### src/rtl/node_relax_scheduler.sv
// ---------------------------------------------------------------------------
// node_relax_scheduler
//
// Sequences an iterative relaxation of a node-voltage network. Each sweep
// visits every node once: read its voltage from an external RAM, add the
// summed current flowing into it (with saturation), and write the result
// back. A sweep in which every node's current stayed within +/-THRESH counts
// as converged; otherwise another sweep follows, up to MAX_SWEEPS.
//
// Ports
//   clk          sole clock, rising edge
//   rst_n        asynchronous active-low reset
//   start        single-cycle run request (honoured only when idle)
//   busy         high while a run is in progress
//   done         one-cycle pulse when a run ends
//   timeout      valid with done: 1 = sweep limit hit, 0 = converged
//   node_addr    node currently processed (voltage RAM and current summer)
//   v_rd_en      voltage RAM read strobe, data returns next cycle
//   v_rd_data    node voltage, valid the cycle after v_rd_en
//   i_sum        summed current into node_addr, valid the cycle after v_rd_en
//   v_wr_en      voltage RAM write strobe at node_addr
//   v_wr_data    updated node voltage
//   sweep_count  completed sweeps in the current/last run
// ---------------------------------------------------------------------------
module node_relax_scheduler #(
  parameter int W          = 16,
  parameter int N_NODES    = 64,
  parameter int AW         = 6,
  parameter int THRESH     = 2,
  parameter int MAX_SWEEPS = 255
) (
  input  logic                 clk,
  input  logic                 rst_n,
  input  logic                 start,
  output logic                 busy,
  output logic                 done,
  output logic                 timeout,
  output logic [AW-1:0]        node_addr,
  output logic                 v_rd_en,
  input  logic signed [W-1:0]  v_rd_data,
  input  logic signed [W-1:0]  i_sum,
  output logic                 v_wr_en,
  output logic signed [W-1:0]  v_wr_data,
  output logic [7:0]           sweep_count
);

  typedef enum logic [2:0] {
    IDLE,
    READ,
    ACC,
    WRITE,
    CHECK
  } state_t;

  localparam logic [AW-1:0]       LAST_ADDR  = AW'(N_NODES - 1);
  localparam logic [AW-1:0]       ADDR_ONE   = AW'(1);
  localparam logic [W:0]          EXT_ONE    = (W+1)'(1);
  localparam logic [W:0]          THRESH_EXT = (W+1)'(THRESH);
  localparam logic [7:0]          MAX_CNT    = 8'(MAX_SWEEPS);
  localparam logic signed [W-1:0] V_MAX      = {1'b0, {(W-1){1'b1}}};
  localparam logic signed [W-1:0] V_MIN      = {1'b1, {(W-1){1'b0}}};

  state_t                state, state_next;
  logic                  quiet, quiet_next;
  logic [AW-1:0]         addr_next;
  logic [7:0]            count_next;
  logic                  done_next;
  logic                  timeout_next;
  logic signed [W-1:0]   wr_data_next;

  // Datapath for the ACC step: one extra bit of headroom detects overflow,
  // which shows up as the two top bits of the sum disagreeing.
  logic [W:0]            v_ext, i_ext, sum_ext, i_mag;
  logic signed [W-1:0]   v_sat;
  logic                  loud;
  logic [7:0]            count_inc;

  always_comb begin
    v_ext   = {v_rd_data[W-1], v_rd_data};
    i_ext   = {i_sum[W-1], i_sum};
    sum_ext = v_ext + i_ext;
    if (sum_ext[W] != sum_ext[W-1]) begin
      v_sat = sum_ext[W] ? V_MIN : V_MAX;
    end else begin
      v_sat = sum_ext[W-1:0];
    end
    // Magnitude at W+1 bits so the most negative current maps to 2^(W-1)
    // instead of wrapping back onto itself.
    i_mag = i_sum[W-1] ? (~i_ext + EXT_ONE) : i_ext;
    loud  = (i_mag > THRESH_EXT);
  end

  assign count_inc = (sweep_count == 8'hFF) ? 8'hFF : sweep_count + 8'd1;
  assign busy      = (state != IDLE);

  // NOTE: every signal assigned here gets a default first, so no path through
  // the case statement can leave one unassigned and infer a latch.
  always_comb begin
    state_next   = state;
    addr_next    = node_addr;
    quiet_next   = quiet;
    count_next   = sweep_count;
    done_next    = 1'b0;
    timeout_next = timeout;
    wr_data_next = v_wr_data;
    v_rd_en      = 1'b0;
    v_wr_en      = 1'b0;

    case (state)
      IDLE: begin
        // done is still high in the first idle cycle; a start arriving with
        // it belongs to the run that just ended and is dropped.
        if (start && !done) begin
          state_next   = READ;
          addr_next    = '0;
          quiet_next   = 1'b1;
          count_next   = 8'd0;
          timeout_next = 1'b0;
        end
      end
      READ: begin
        v_rd_en    = 1'b1;
        state_next = ACC;
      end
      ACC: begin
        wr_data_next = v_sat;
        if (loud) quiet_next = 1'b0;
        state_next   = WRITE;
      end
      WRITE: begin
        v_wr_en = 1'b1;
        if (node_addr == LAST_ADDR) begin
          state_next = CHECK;
        end else begin
          addr_next  = node_addr + ADDR_ONE;
          state_next = READ;
        end
      end
      CHECK: begin
        count_next = count_inc;
        if (quiet) begin
          done_next    = 1'b1;
          timeout_next = 1'b0;
          state_next   = IDLE;
        end else if (count_inc == MAX_CNT) begin
          done_next    = 1'b1;
          timeout_next = 1'b1;
          state_next   = IDLE;
        end else begin
          addr_next  = '0;
          quiet_next = 1'b1;
          state_next = READ;
        end
      end
      default: state_next = IDLE;
    endcase
  end

  // NOTE: state is updated with non-blocking assignments so every register
  // samples the values from before this edge, regardless of statement order.
  always_ff @(posedge clk or negedge rst_n) begin
    if (!rst_n) begin
      state       <= IDLE;
      node_addr   <= '0;
      quiet       <= 1'b1;
      sweep_count <= 8'd0;
      done        <= 1'b0;
      timeout     <= 1'b0;
      v_wr_data   <= '0;
    end else begin
      state       <= state_next;
      node_addr   <= addr_next;
      quiet       <= quiet_next;
      sweep_count <= count_next;
      done        <= done_next;
      timeout     <= timeout_next;
      v_wr_data   <= wr_data_next;
    end
  end

endmodule

### config.mk
export PLATFORM = sky130hd
export DESIGN_NAME = node_relax_scheduler
export DESIGN_NICKNAME = d
export VERILOG_FILES = /design/src/rtl/node_relax_scheduler.sv
export SDC_FILE = /design/constraint.sdc
export NUM_CORES = 1
export LEC_CHECK = 0
export ABC_CLOCK_PERIOD_IN_PS = 2400
export CORE_MARGIN = 2
export CORE_UTILIZATION = 40
export CTS_CLUSTER_SIZE = 12
export DETAILED_ROUTE_END_ITERATION = 7
export PLACE_DENSITY = 0.69
export SLEW_MARGIN = 0
export SYNTH_ARGS = -nofsm -noshare
export SYNTH_HDL_FRONTEND = slang
export SYNTH_SLANG_ARGS = --single-unit
### constraint.sdc
create_clock -name clk -period 2.4 [get_ports clk]
set_input_delay 0.36 -clock clk [delete_from_list [all_inputs] [get_ports clk]]
set_output_delay 0.36 -clock clk [all_outputs]
set_load 0.03 [all_outputs]
After elaboration in Yosys (flattened, before gate mapping) --
Cells that the tools add are included.
Word-level totals: register bits after elaboration 36, bits of input ports 35, logic and storage cells 68
Operators by class: add/sub/neg operators 4, magnitude comparators 1, equal/unequal tests 14, muxes and demuxes 30, bitwise gates (word level) 1, reductions and logical operators 11
Operator list (count):
- 16-bit 2-to-1 mux | 2
- 6-bit 2-to-1 mux | 4
- 6-bit case mux with 3 select lines | 1
- 16-bit by 16-bit adder with 17-bit output | 1
- 17-bit by 1-bit adder with 17-bit output (second input constant) | 1
- 17-bit by 2-bit > comparator with 1-bit output (second input constant) | 1
- 17-bit 2-to-1 mux | 1
- 17-bit NOT | 1
- 8-bit equality test (second input constant) | 2
- 8-bit 2-to-1 mux | 2
- 8-bit case mux with 2 select lines | 1
- 3-bit case mux with 5 select lines | 1
- 1-bit 2-to-1 mux | 14
- 2-bit != test (second input constant) | 5
- 3-bit nonzero test | 3
- 8-bit by 1-bit adder with 8-bit output (second input constant) | 1
- 6-bit by 1-bit adder with 6-bit output (second input constant) | 1
- 3-bit by 2-bit equality test with 1-bit output (second input constant) | 2
- 6-bit equality test (second input constant) | 1
- 3-bit 2-to-1 mux | 2
- 3-bit AND reduction | 2
- 5-bit AND reduction | 1
- 3-bit by 1-bit equality test with 1-bit output (second input constant) | 1
- 3-bit equality test (second input constant) | 1
- 9 further kinds | 9

Depth between registers and ports, before layout --
Gate-level depths: netlist of the first run.
word-level depth 6, mapped depth 10, mapped depth without buffers 9

Worst setup path before layout of the first run --
No wires, ideal clock.
kind input -> register, start input v_rd_data[0], end register v_wr_data[13], library setup time 127 ps, arrival time 2546 ps, required time 2273 ps, setup slack -273 ps, stages on the path 10, path buffers 1, cells stage by stage ha_1 > fa_1 > a21o_1 > a221oi_2 > o211a_1 > o21bai_1 > o31a_1 > buf_2 > o21ai_0 > o21ai_0
Between the ends: word-level cells in the longest chain between the ends 3, elaborated cells on any way between the ends 4, classes of those cells 1 x add/sub; 1 x eq/ne; 2 x mux
Ends and longest elaborated chain:
- from (decl) | RTL line 40 | input logic signed [W-1:0] v_rd_data,
- 16-bit by 16-bit adder with 17-bit output (*) | RTL line 81 | sum_ext = v_ext + i_ext;
- 16-bit 2-to-1 mux / 1-bit != test (equally long branches) | RTL line 83, 82
- 16-bit 2-to-1 mux (*) | RTL line 82 | if (sum_ext[W] != sum_ext[W-1]) begin
- to (signal assigned) | RTL line 177 | v_wr_data <= wr_data_next;
- to (decl) | RTL line 43 | output logic signed [W-1:0] v_wr_data,
Every way passes the cells marked *; elsewhere a longest branch is shown, timed or not. A chain may end at the register's enable or synchronous reset.

Final worst setup path of the first run --
start input i_sum[0], end register v_wr_data[12]
Between the ends: word-level cells in the longest chain between the ends 3, elaborated cells on any way between the ends 4, classes of those cells 1 x add/sub; 1 x eq/ne; 2 x mux
Ends and longest elaborated chain:
- from (decl) | RTL line 41 | input logic signed [W-1:0] i_sum,
- 16-bit by 16-bit adder with 17-bit output (*) | RTL line 81
- 16-bit 2-to-1 mux / 1-bit != test (equally long branches) | RTL line 83, 82
- 16-bit 2-to-1 mux (*) | RTL line 82
Marked as above.

==> results_dict.tcl, run 1 <==
set metrics [dict create \
    status "finished, violations left" \
    violations "negative setup slack" \
    finalCritPeriodShare_pct 100 \
    power.density_nw_per_um2 513 \
    ys_top_cells_by_area "dfrtp_1 31%, ha_1 8.5%, o21ai_0 5.4%, a21oi_1 5.0%, nor2_1 4.6%" \
    die_h_um 87.7 \
    hold_path_class "in2async" \
    async_flop_share_pct 100 \
    nets 543 \
    syn2layout_area_growth_pct 65.1 \
    combPwrFrac_pct 45.9 \
    fin_ws_ps -7.69 \
    dp_hpwl_mm 6.07 \
    cts.root.buffer_cell "clkbuf_8" \
    n_antenna_cell 0 \
    ys_top_cells_by_count "35 x dfrtp_1, 34 x nor2_1, 30 x o21ai_0, 28 x a21oi_1, 28 x nand2_1" \
    vias 3177 \
    first_global_vias 2970 \
    rsz0062_at_grt "true" \
    holdWs_ps 463 \
    slew_headroom_pct 59.5 \
    stdcell_count 585 \
    via_per_inst 5.43 \
    first_pass_iters 4 \
    max_cap_violations 0 \
    cts.path.max_buffers 2 \
    arrival_ps 2570 \
    yosys_warnings 0 \
    synth_top_area_share_pct 31.3 \
    required_ps 2560 \
    wl_per_cell_um 14.6 \
    clock_skew_ps 6.07 \
    p_total_w 0.00237 \
    num-fill-cells 548 \
    grt_usage_pct 21.7 \
    drt_wl_total_mm 8.55 \
    clkSlewWorstSetupHoldPaths_ps 80 \
    worstSetupStartpointType "input pin" \
    row_count 30 \
    netlist_area_um2 2800 \
    yosysSeqAreaShare_pct 32.2 \
    seqPwrFrac_pct 31.4 \
    htreeDepth 2 \
    dp.cells 559 \
    worst_slew_pin_slew_ps 607 \
    coreArea_um2 6790 \
    yosys_most_used_dff "dfrtp_1" \
    final-max-slew-violation-count 0 \
    ys_seq_elements 36 \
    avgSynthCellArea_um2 8.33 \
    gr-total-overflow 0 \
    clock-sinks 36 \
    post-route-util_pct 68.1 \
    drtIter0Drc 160 \
    min_period_ps 2410 \
    io_pins 70 \
    p_leak_nw 2.08 \
    die_x_um 87.7 \
    die_area_um2 7690 \
    path_max_fanout 7 \
    critical_path_class "in2reg" \
    synth_most_common_cell "dfrtp_1" \
    antenna_found_initial 0 \
    portBuffers 69 \
    clock.fmax_ghz 0.415 \
    dp_slack_ps -747 \
    postSynthCellCount 336 \
    syn_nets 391 \
    start_util_pct 41.2 \
    ant_nets 0 \
    intPower_w 0.00153 \
    synth_cell_types 59 \
    synth_edf_count 0 \
    drive_gt1_share_pct 32.3 \
    power.share.clock_pct 22.6 \
    hold_viol 0 \
    numCtsBuffers 5 \
    gp_congestion 0.879 \
    finalSetupViolations 4 \
    grt_pass1_wl_mm 13.5 \
    p_sw_w 0.000844 \
    clk_latency_ps 290 \
    drc 0 \
    cts_tree "done" \
    synth.largest_area_cell "dfrtp_1" \
    crit_path_end_kind "flip-flop" \
    power_switching_share_pct 35.6 \
    grt_max_degree 37 \
    ir_worst_vdd_mv 0.223 \
]
final timing paths:
path / start / end / slack [ps] / cells after the start
setup / recovery: i_sum[0] / v_wr_data[12] / -8 / 10
hold / removal: rst_n / sweep_count[3] / 460 / 2
setup reg to reg: sweep_count[1] / node_addr[0] / 100 / 8
hold reg to reg: v_wr_data[15] / v_wr_data[15] / 500 / 2
max in group asynchronous: rst_n / quiet / 1590 / 2
min in group clk: i_sum[0] / v_wr_data[0] / 480 / 4
cell usage in the layout, fill, tap and decap left out, types with 3 or more instances in the layout:
cell and instances:
a211oi_1 3, a211oi_2 8, a21o_1 6, a21oi_1 17, a21oi_2 11, a31oi_1 4
and3_1 7, buf_4 78, buf_6 6, clkbuf_2 3, clkbuf_8 5, clkdlybuf4s50_1 51
dfrtp_1 33, dlygate4sd2_1 6, dlymetal6s2s_1 6, ha_1 10, ha_4 9, inv_1 20
nand2_1 28, nand2b_1 3, nand3_1 14, nor2_1 33, nor3_1 9, o21ai_0 18
o21ai_1 8, o21ai_2 6, or3_1 4, xnor2_1 10, xor2_1 6
metal layers:
| layer | vias to the layer above | global-route usage (%) | wire (um) |
|---|---|---|---|
| met1 | 1526 | 27.2 | 3690 |
| li1 | 1537 | - | - |
| met5 | - | 0 | 0 |
| met3 | 16 | 3.02 | 392 |
| met2 | 98 | 39.0 | 4310 |
| met4 | 0 | 6.01 | 158 |
metrics by stage:
step	cell area, um2	TNS (ps)
after global placement	4090	-11180
final	4620	-24.3
after floorplan	2820	-1870
after CTS	4420	-551
after detailed placement	4090	-11960
after global routing	4620	-817
worst max-delay path: stages:
cell and delay [ps]:
buf_8 100, ha_4 150, fa_2 370, a21o_1 210
a221oi_2 310, o211a_1 230, o21bai_2 100, o31a_4 360
a21oi_4 270, a211oi_2 110
area by class of cell:
class	count	area, um2	area share, %
clock inverters	3	42.5	0.920
repair buffers	152	1330	28.8
multi-input cells	273	2080	45.0
flip-flops and latches	36	905	19.6
clock buffers	5	68.8	1.49
well taps	96	120	2.60
inverters	20	75.1	1.62
timing repair:
action	4_1_cts	5_1_grt
buffers inserted	7	11
endpoints found under the setup margin	17	23
pin swaps	22	34
resized for setup	59	39
gates cloned	1	0
hold buffers	0	0
endpoints found under the hold margin	0	0
logic make-up (layout without fill, tap and decap cells):
family	after synthesis	in the layout	synth area share, %
AO/OA/AOI/OAI	114	115	27.6
buffers and inverters	28	180	3.93
XOR/XNOR	16	16	5.00
AND/OR/NAND/NOR	118	118	20.6
adder cells (fa/ha/maj)	20	20	9.20
multiplexers	4	4	1.52
flip-flops	36	36	32.2
state kept, by name (all words and copies together) (netlist names):
name         cells
v_wr_data       16
timeout          1
node_addr        6
state            3
quiet            1
sweep_count      8
done             1
power groups by stage:
stage               logic, W  clock network (W)  registers, W
detailed placement  0.000912                  0      0.000755
global placement    0.000898                  0      0.000756
finish               0.00109           0.000537      0.000745
CTS                  0.00102           0.000543      0.000745
global route         0.00116           0.000570      0.000752
floorplan           0.000312                  0      0.000905
No activity file was read; power rests on OpenSTA's default activity.
==> inputs of run 2 (changes only) <==
--- a/config.mk
+++ b/config.mk
@@ -5,7 +5,7 @@
 export SDC_FILE = /design/constraint.sdc
 export NUM_CORES = 1
 export LEC_CHECK = 0
-export ABC_CLOCK_PERIOD_IN_PS = 2400
+export ABC_CLOCK_PERIOD_IN_PS = 2200
 export CORE_MARGIN = 2
 export CORE_UTILIZATION = 40
 export CTS_CLUSTER_SIZE = 12
==> constraint.sdc (replaced) <==
create_clock -name clk -period 2.2 [get_ports clk]
set_input_delay 0.33 -clock clk [delete_from_list [all_inputs] [get_ports clk]]
set_output_delay 0.33 -clock clk [all_outputs]
set_load 0.03 [all_outputs]
==> run 2 against run 1 <==
  * The flow still finishes with violations (negative setup slack)
  * Design area increased by 2.9%
  * Non-clock buffer count grew 4
  * Clock power shrank 6.5%
  * Die area did not move
  * Register-to-register slack got worse by 150 ps
  * Clock skew down 2.0 ps
  * Critical path type unchanged
  * Largest power group unchanged
==> results_dict.tcl, run 2 (synthesized netlist as in run 1, its figures left out) <==
set metrics [dict create \
    ir_worst_vdd_mv 0.226 \
    numCtsBuffers 5 \
    worstSetupStartpointType "input pin" \
    drt_wl_total_mm 8.45 \
    vias 3172 \
    grt_max_degree 37 \
    design_area_um2 4760 \
    regMostFlops "v_wr_data" \
    dp.cells 564 \
    power.density_nw_per_um2 530 \
    clock.fmax_ghz 0.424 \
    worst_slew_pin_slew_ps 604 \
    start_util_pct 41.2 \
    layout_common_cells "80 x buf_4, 44 x clkdlybuf4s50_1, 33 x nor2_1, 33 x dfrtp_1, 27 x nand2_1" \
    layout_commonest_cell "buf_4" \
    clkSlewWorstSetupHoldPaths_ps 80 \
    die_area_um2 7690 \
    antenna_found_initial 0 \
    required_ps 2370 \
    max_cap_violations 0 \
    placed_cell_area_um2 4160 \
    cts_tree "done" \
    rsz0062_at_grt "true" \
    arrival_ps 2530 \
    r2r_start "sweep_count[1]" \
    drtIter0Drc 131 \
    cts.root.buffer_cell "clkbuf_8" \
    row_count 30 \
    cp_slowest_stage_delay_ps 380 \
    use_met2_pct 39.0 \
    fin_ws_ps -160 \
    crit_path_end_kind "flip-flop" \
    tns_ps -1880 \
    first_global_vias 3065 \
    finalSetupViolations 18 \
    nets 547 \
    grt_use_met3_pct 2.26 \
    die_x_um 87.7 \
    portBuffers 69 \
    multi_input_comb_area_um2 2190 \
    p_total_w 0.00252 \
    rr_worst_depth 8 \
    wl_per_cell_um 14.3 \
    gr-total-overflow 0 \
    gp_congestion 0.869 \
    critPathSlowestCell "fa_2" \
    io_pins 70 \
    grt_pass1_wl_mm 13.8 \
    slew_headroom_pct 59.7 \
    hold_viol 0 \
    ant_nets 0 \
    p_leak_nw 2.11 \
    coreArea_um2 6790 \
    use_met1_pct 28.2 \
    syn2layout_area_growth_pct 69.9 \
    htreeDepth 2 \
    n_antenna_cell 0 \
    cts.path.max_buffers 2 \
    largest_reg_flops 16 \
    stdcell_count 589 \
    layout.area.seq_um2 905 \
    clock-sinks 36 \
    crit_chain "buf_8, ha_4, fa_2, a21o_1, a221oi_4, o211a_1, o21bai_2, o31a_4, nor3_4, buf_6, a211oi_2" \
    path_max_fanout 7 \
    reg_top3 "v_wr_data x16, sweep_count x8, node_addr x6" \
    min_period_ps 2360 \
    cpLargestDelayFamily "compound AO/OA/AOI/OAI gates" \
    drive_gt1_share_pct 34.5 \
    status "finished, violations left" \
    violations "negative setup slack" \
    clock_skew_ps 4.05 \
    crit_buf_inv 2 \
    critical_path_class "in2reg" \
    num-fill-cells 510 \
    via_per_inst 5.39 \
    grt_usage_pct 22.2 \
    r2r_slack_ps -50 \
    busiest_layer "met2" \
    finalCritPeriodShare_pct 107 \
    hold_path_class "in2async" \
    drc 0 \
    worst_r2r_endpoint "node_addr[0]" \
    dp_hpwl_mm 6.30 \
    die_h_um 87.7 \
    first_pass_iters 5 \
    final-max-slew-violation-count 0 \
    clk_latency_ps 290 \
]
==> run 2: cell count changes in the layout (fill, tap and decap cells not counted), moves of 2 or more <==
cell,before,now
a21oi_2,11,9
ha_1,10,5
clkbuf_2,3,0
o21ai_1,8,10
buf_6,6,8
dlygate4sd2_1,6,15
and3_4,1,4
buf_4,78,80
o21ai_0,18,16
clkdlybuf4s50_1,51,44
ha_4,9,13
and3_1,7,4
==> run 2: area by class of cell <==
type	instances	share of cell area (%)
Multi-Input combinational cell	273	46.1
Timing Repair Buffer	156	28.7
Sequential cell	36	19.0
Tap cell	96	2.52
Clock buffer	6	1.74
Inverter	20	1.58
Clock inverter	2	0.316
==> run 2: worst max-delay path by stage <==
stage / start / endpoint / depth (start not counted)
floorplan: v_rd_data[0] / v_wr_data[0] / 9
global placement: i_sum[0] / v_wr_data[14] / 10
detailed placement: i_sum[0] / v_wr_data[6] / 10
CTS: i_sum[0] / v_wr_data[8] / 10
global route: i_sum[0] / v_wr_data[8] / 11
finish: i_sum[0] / v_wr_data[8] / 11
==> run 2: where the power goes <==
group	switching [W]	internal [W]	leakage (nW)	total, W
registers	0.0000639	0.000750	0.419	0.000814
logic	0.000615	0.000587	1.65	0.00120
clock network	0.000249	0.000253	0.0434	0.000502
==> run 2: routing by layer <==
layer / vias to the layer above / part of all wire (%)
li1: 1552 / -
met1: 1490 / 43
met2: 108 / 50
met3: 22 / 4.0
met4: 0 / 3.0
met5: - / 0
==> run 2: what timing repair did <==
item / CTS / global route
resized for setup: 76 / 41
gates cloned: 1 / 0
buffers inserted: 9 / 7
pin swaps: 25 / 27
hold buffers: 0 / 0
endpoints found under the setup margin: 20 / 22
==> run 2: metrics by stage <==
stage          setup slack (ps)  util [%]  hold slack, ps
4_1_cts                    -173      66.5             448
6_report                   -160      70.0             437
5_1_grt                    -235      70.0             457
3_5_place_dp               -967      61.3             469
3_3_place_gp               -910      61.3             477
2_1_floorplan              -306         -            34.4
==> inputs of run 3 (changes only) <==
--- a/config.mk
+++ b/config.mk
@@ -6,11 +6,12 @@
 export NUM_CORES = 1
 export LEC_CHECK = 0
 export ABC_CLOCK_PERIOD_IN_PS = 2200
+export CAP_MARGIN = 20
 export CORE_MARGIN = 2
 export CORE_UTILIZATION = 40
 export CTS_CLUSTER_SIZE = 12
 export DETAILED_ROUTE_END_ITERATION = 7
-export PLACE_DENSITY = 0.69
+export PLACE_DENSITY = 0.76
 export SLEW_MARGIN = 0
 export SYNTH_ARGS = -nofsm -noshare
 export SYNTH_HDL_FRONTEND = slang
==> run 3 against run 2 <==
  * The flow still finishes with violations (negative setup slack)
  * Clock-buffer cell count shrank 1
  * Via count up 1.5%
  * Sequential cell count unchanged
  * Final cell count decreased by 1.2%
  * Clock power grew 18%
  * Core utilization down 0.11 points
  * Register-to-register slack lost 20 ps
  * Design area is 0.16% lower
  * First-iteration DRC count grew 65%
  * Largest cell class unchanged
  * Highest routed layer unchanged
==> results_dict.tcl, run 3 (synthesized netlist as in run 1, its figures left out) <==
set metrics [dict create \
    cts.root.buffer_cell "clkbuf_8" \
    clk_latency_ps 290 \
    drtIter0Drc 216 \
    first_pass_iters 4 \
    design_area_um2 4750 \
    finalCritPeriodShare_pct 107 \
    clkSlewWorstSetupHoldPaths_ps 80 \
    grt_usage_pct 22.8 \
    crit_chain "clkdlybuf4s50_1, ha_4, inv_1, o21ai_0, nand2_1, and3_4, a311oi_4, buf_6, nor3_4, buf_12, a211oi_1" \
    cp_slowest_stage_delay_ps 470 \
    n_antenna_cell 0 \
    required_ps 2410 \
    dp_hpwl_mm 6.16 \
    die_x_um 87.7 \
    routed-wl-met3_um 443 \
    dp_slack_ps -985 \
    path_max_fanout 9 \
    drc 0 \
    antenna_found_initial 0 \
    route.met2.wl_mm 4.72 \
    num-fill-cells 536 \
    final-max-slew-violation-count 0 \
    syn2layout_area_growth_pct 69.6 \
    regMostFlops "v_wr_data" \
    crit_buf_inv 4 \
    layout_common_cells "70 x buf_4, 48 x clkdlybuf4s50_1, 34 x nor2_1" \
    finalSetupViolations 17 \
    reg_top3 "v_wr_data x16, sweep_count x8, node_addr x6" \
    min_period_ps 2350 \
    largest_reg_flops 16 \
    status "finished, violations left" \
    r2r_start "sweep_count[1]" \
    cpLargestDelayFamily "buffers and inverters" \
    grt_pass1_wl_mm 14.0 \
    violations "negative setup slack" \
    wl_per_cell_um 15.7 \
    cts_tree "done" \
    coreArea_um2 6790 \
    grt_max_degree 37 \
    row_count 30 \
    rr_worst_depth 8 \
    fin_ws_ps -148 \
    first_global_vias 3069 \
    multi_input_comb_area_um2 2220 \
    cts.path.max_buffers 2 \
    ctsHoldBuffers 0 \
    hold_viol 0 \
    gp_congestion 0.869 \
    drt-met1-wl_mm 3.76 \
    clock_skew_ps 4.29 \
    max_cap_violations 0 \
    worstSetupStartpointType "input pin" \
    cp.depth 11 \
    worst_slew_pin_slew_ps 594 \
    p_total_w 0.00262 \
    tns_ps -1390 \
    htreeDepth 2 \
    placed_cell_area_um2 4120 \
    layout.area.seq_um2 905 \
    vias 3221 \
    via_per_inst 5.53 \
    highest_layer "met4" \
    clock.fmax_ghz 0.426 \
    power.density_nw_per_um2 551 \
    arrival_ps 2560 \
    critPathSlowestCell "clkdlybuf4s50_1" \
    start_util_pct 41.2 \
    slew_headroom_pct 60.4 \
    clock-sinks 36 \
    nets 540 \
    rsz0062_at_grt "true" \
    crit_path_end_kind "flip-flop" \
    gr-total-overflow 0 \
    io_pins 70 \
    layout_commonest_cell "buf_4" \
    hold_path_class "in2async" \
    numCtsBuffers 5 \
    p_leak_nw 2.08 \
    portBuffers 69 \
    ir_worst_vdd_mv 0.255 \
    drt_wl_total_mm 9.13 \
    critical_path.startpoint "i_sum[9]" \
    die_h_um 87.7 \
    critical_path_class "in2reg" \
    ant_nets 0 \
    die_area_um2 7690 \
    drive_gt1_share_pct 34.4 \
]
[run 3: changes by cell type in the layout (fill, tap and decap cells not counted), moves of 2 or more]
| cell | before | now |
|---|---|---|
| buf_6 | 8 | 10 |
| clkdlybuf4s50_1 | 44 | 48 |
| buf_4 | 80 | 70 |
| dlymetal6s2s_1 | 6 | 1 |
[run 3: path summary, 6_finish.rpt]
path / to / slack, ps
max: v_wr_data[2] / -150
min: sweep_count[3] / 440
max reg2reg: node_addr[0] / -70
min reg2reg: v_wr_data[13] / 510
max in group asynchronous: quiet / 1400
min in group clk: v_wr_data[0] / 450
[run 3: layout make-up]
class	count	share of cell area, %
well taps	96	2.53
multi-input cells	273	46.7
inverters	20	1.58
flip-flops and latches	36	19.0
clock buffers	5	1.45
clock inverters	3	0.896
repair buffers	149	27.8
[run 3: worst reg2reg max path, cell delays in order, from the launching register on]
cell     delay (ps)
dfrtp_2         430
ha_4            180
xnor2_2         130
or4_4           510
a21oi_4         160
o21ai_4          80
a21oi_2         150
a211o_1         200
mux2_4          310
[run 3: report_power, final]
part           switching (W)  leakage (nW)  internal (W)
Sequential         0.0000688         0.419      0.000750
Clock               0.000258        0.0541      0.000335
Combinational       0.000622          1.60      0.000583
[run 3: layer usage]
metal	vias to the layer above	track usage [%]
li1	1540	-
met1	1529	27.7
met2	129	42.0
met3	23	2.45
met4	0	7.41
met5	-	0
[run 3: repair_timing]
item                       in CTS  in global routing
buffers inserted                4                 10
setup endpoints to repair      21                 24
pin swaps                      32                 20
gates resized for setup        81                 42
cloned                          3                  0
[run 3: through the flow]
stage	hold slack (ps)	std cells	util, %
6_report	441	582	69.9
5_1_grt	452	582	69.9
4_1_cts	439	573	66.4
3_5_place_dp	478	558	60.6
3_3_place_gp	475	558	60.6
2_1_floorplan	34.4	336	-
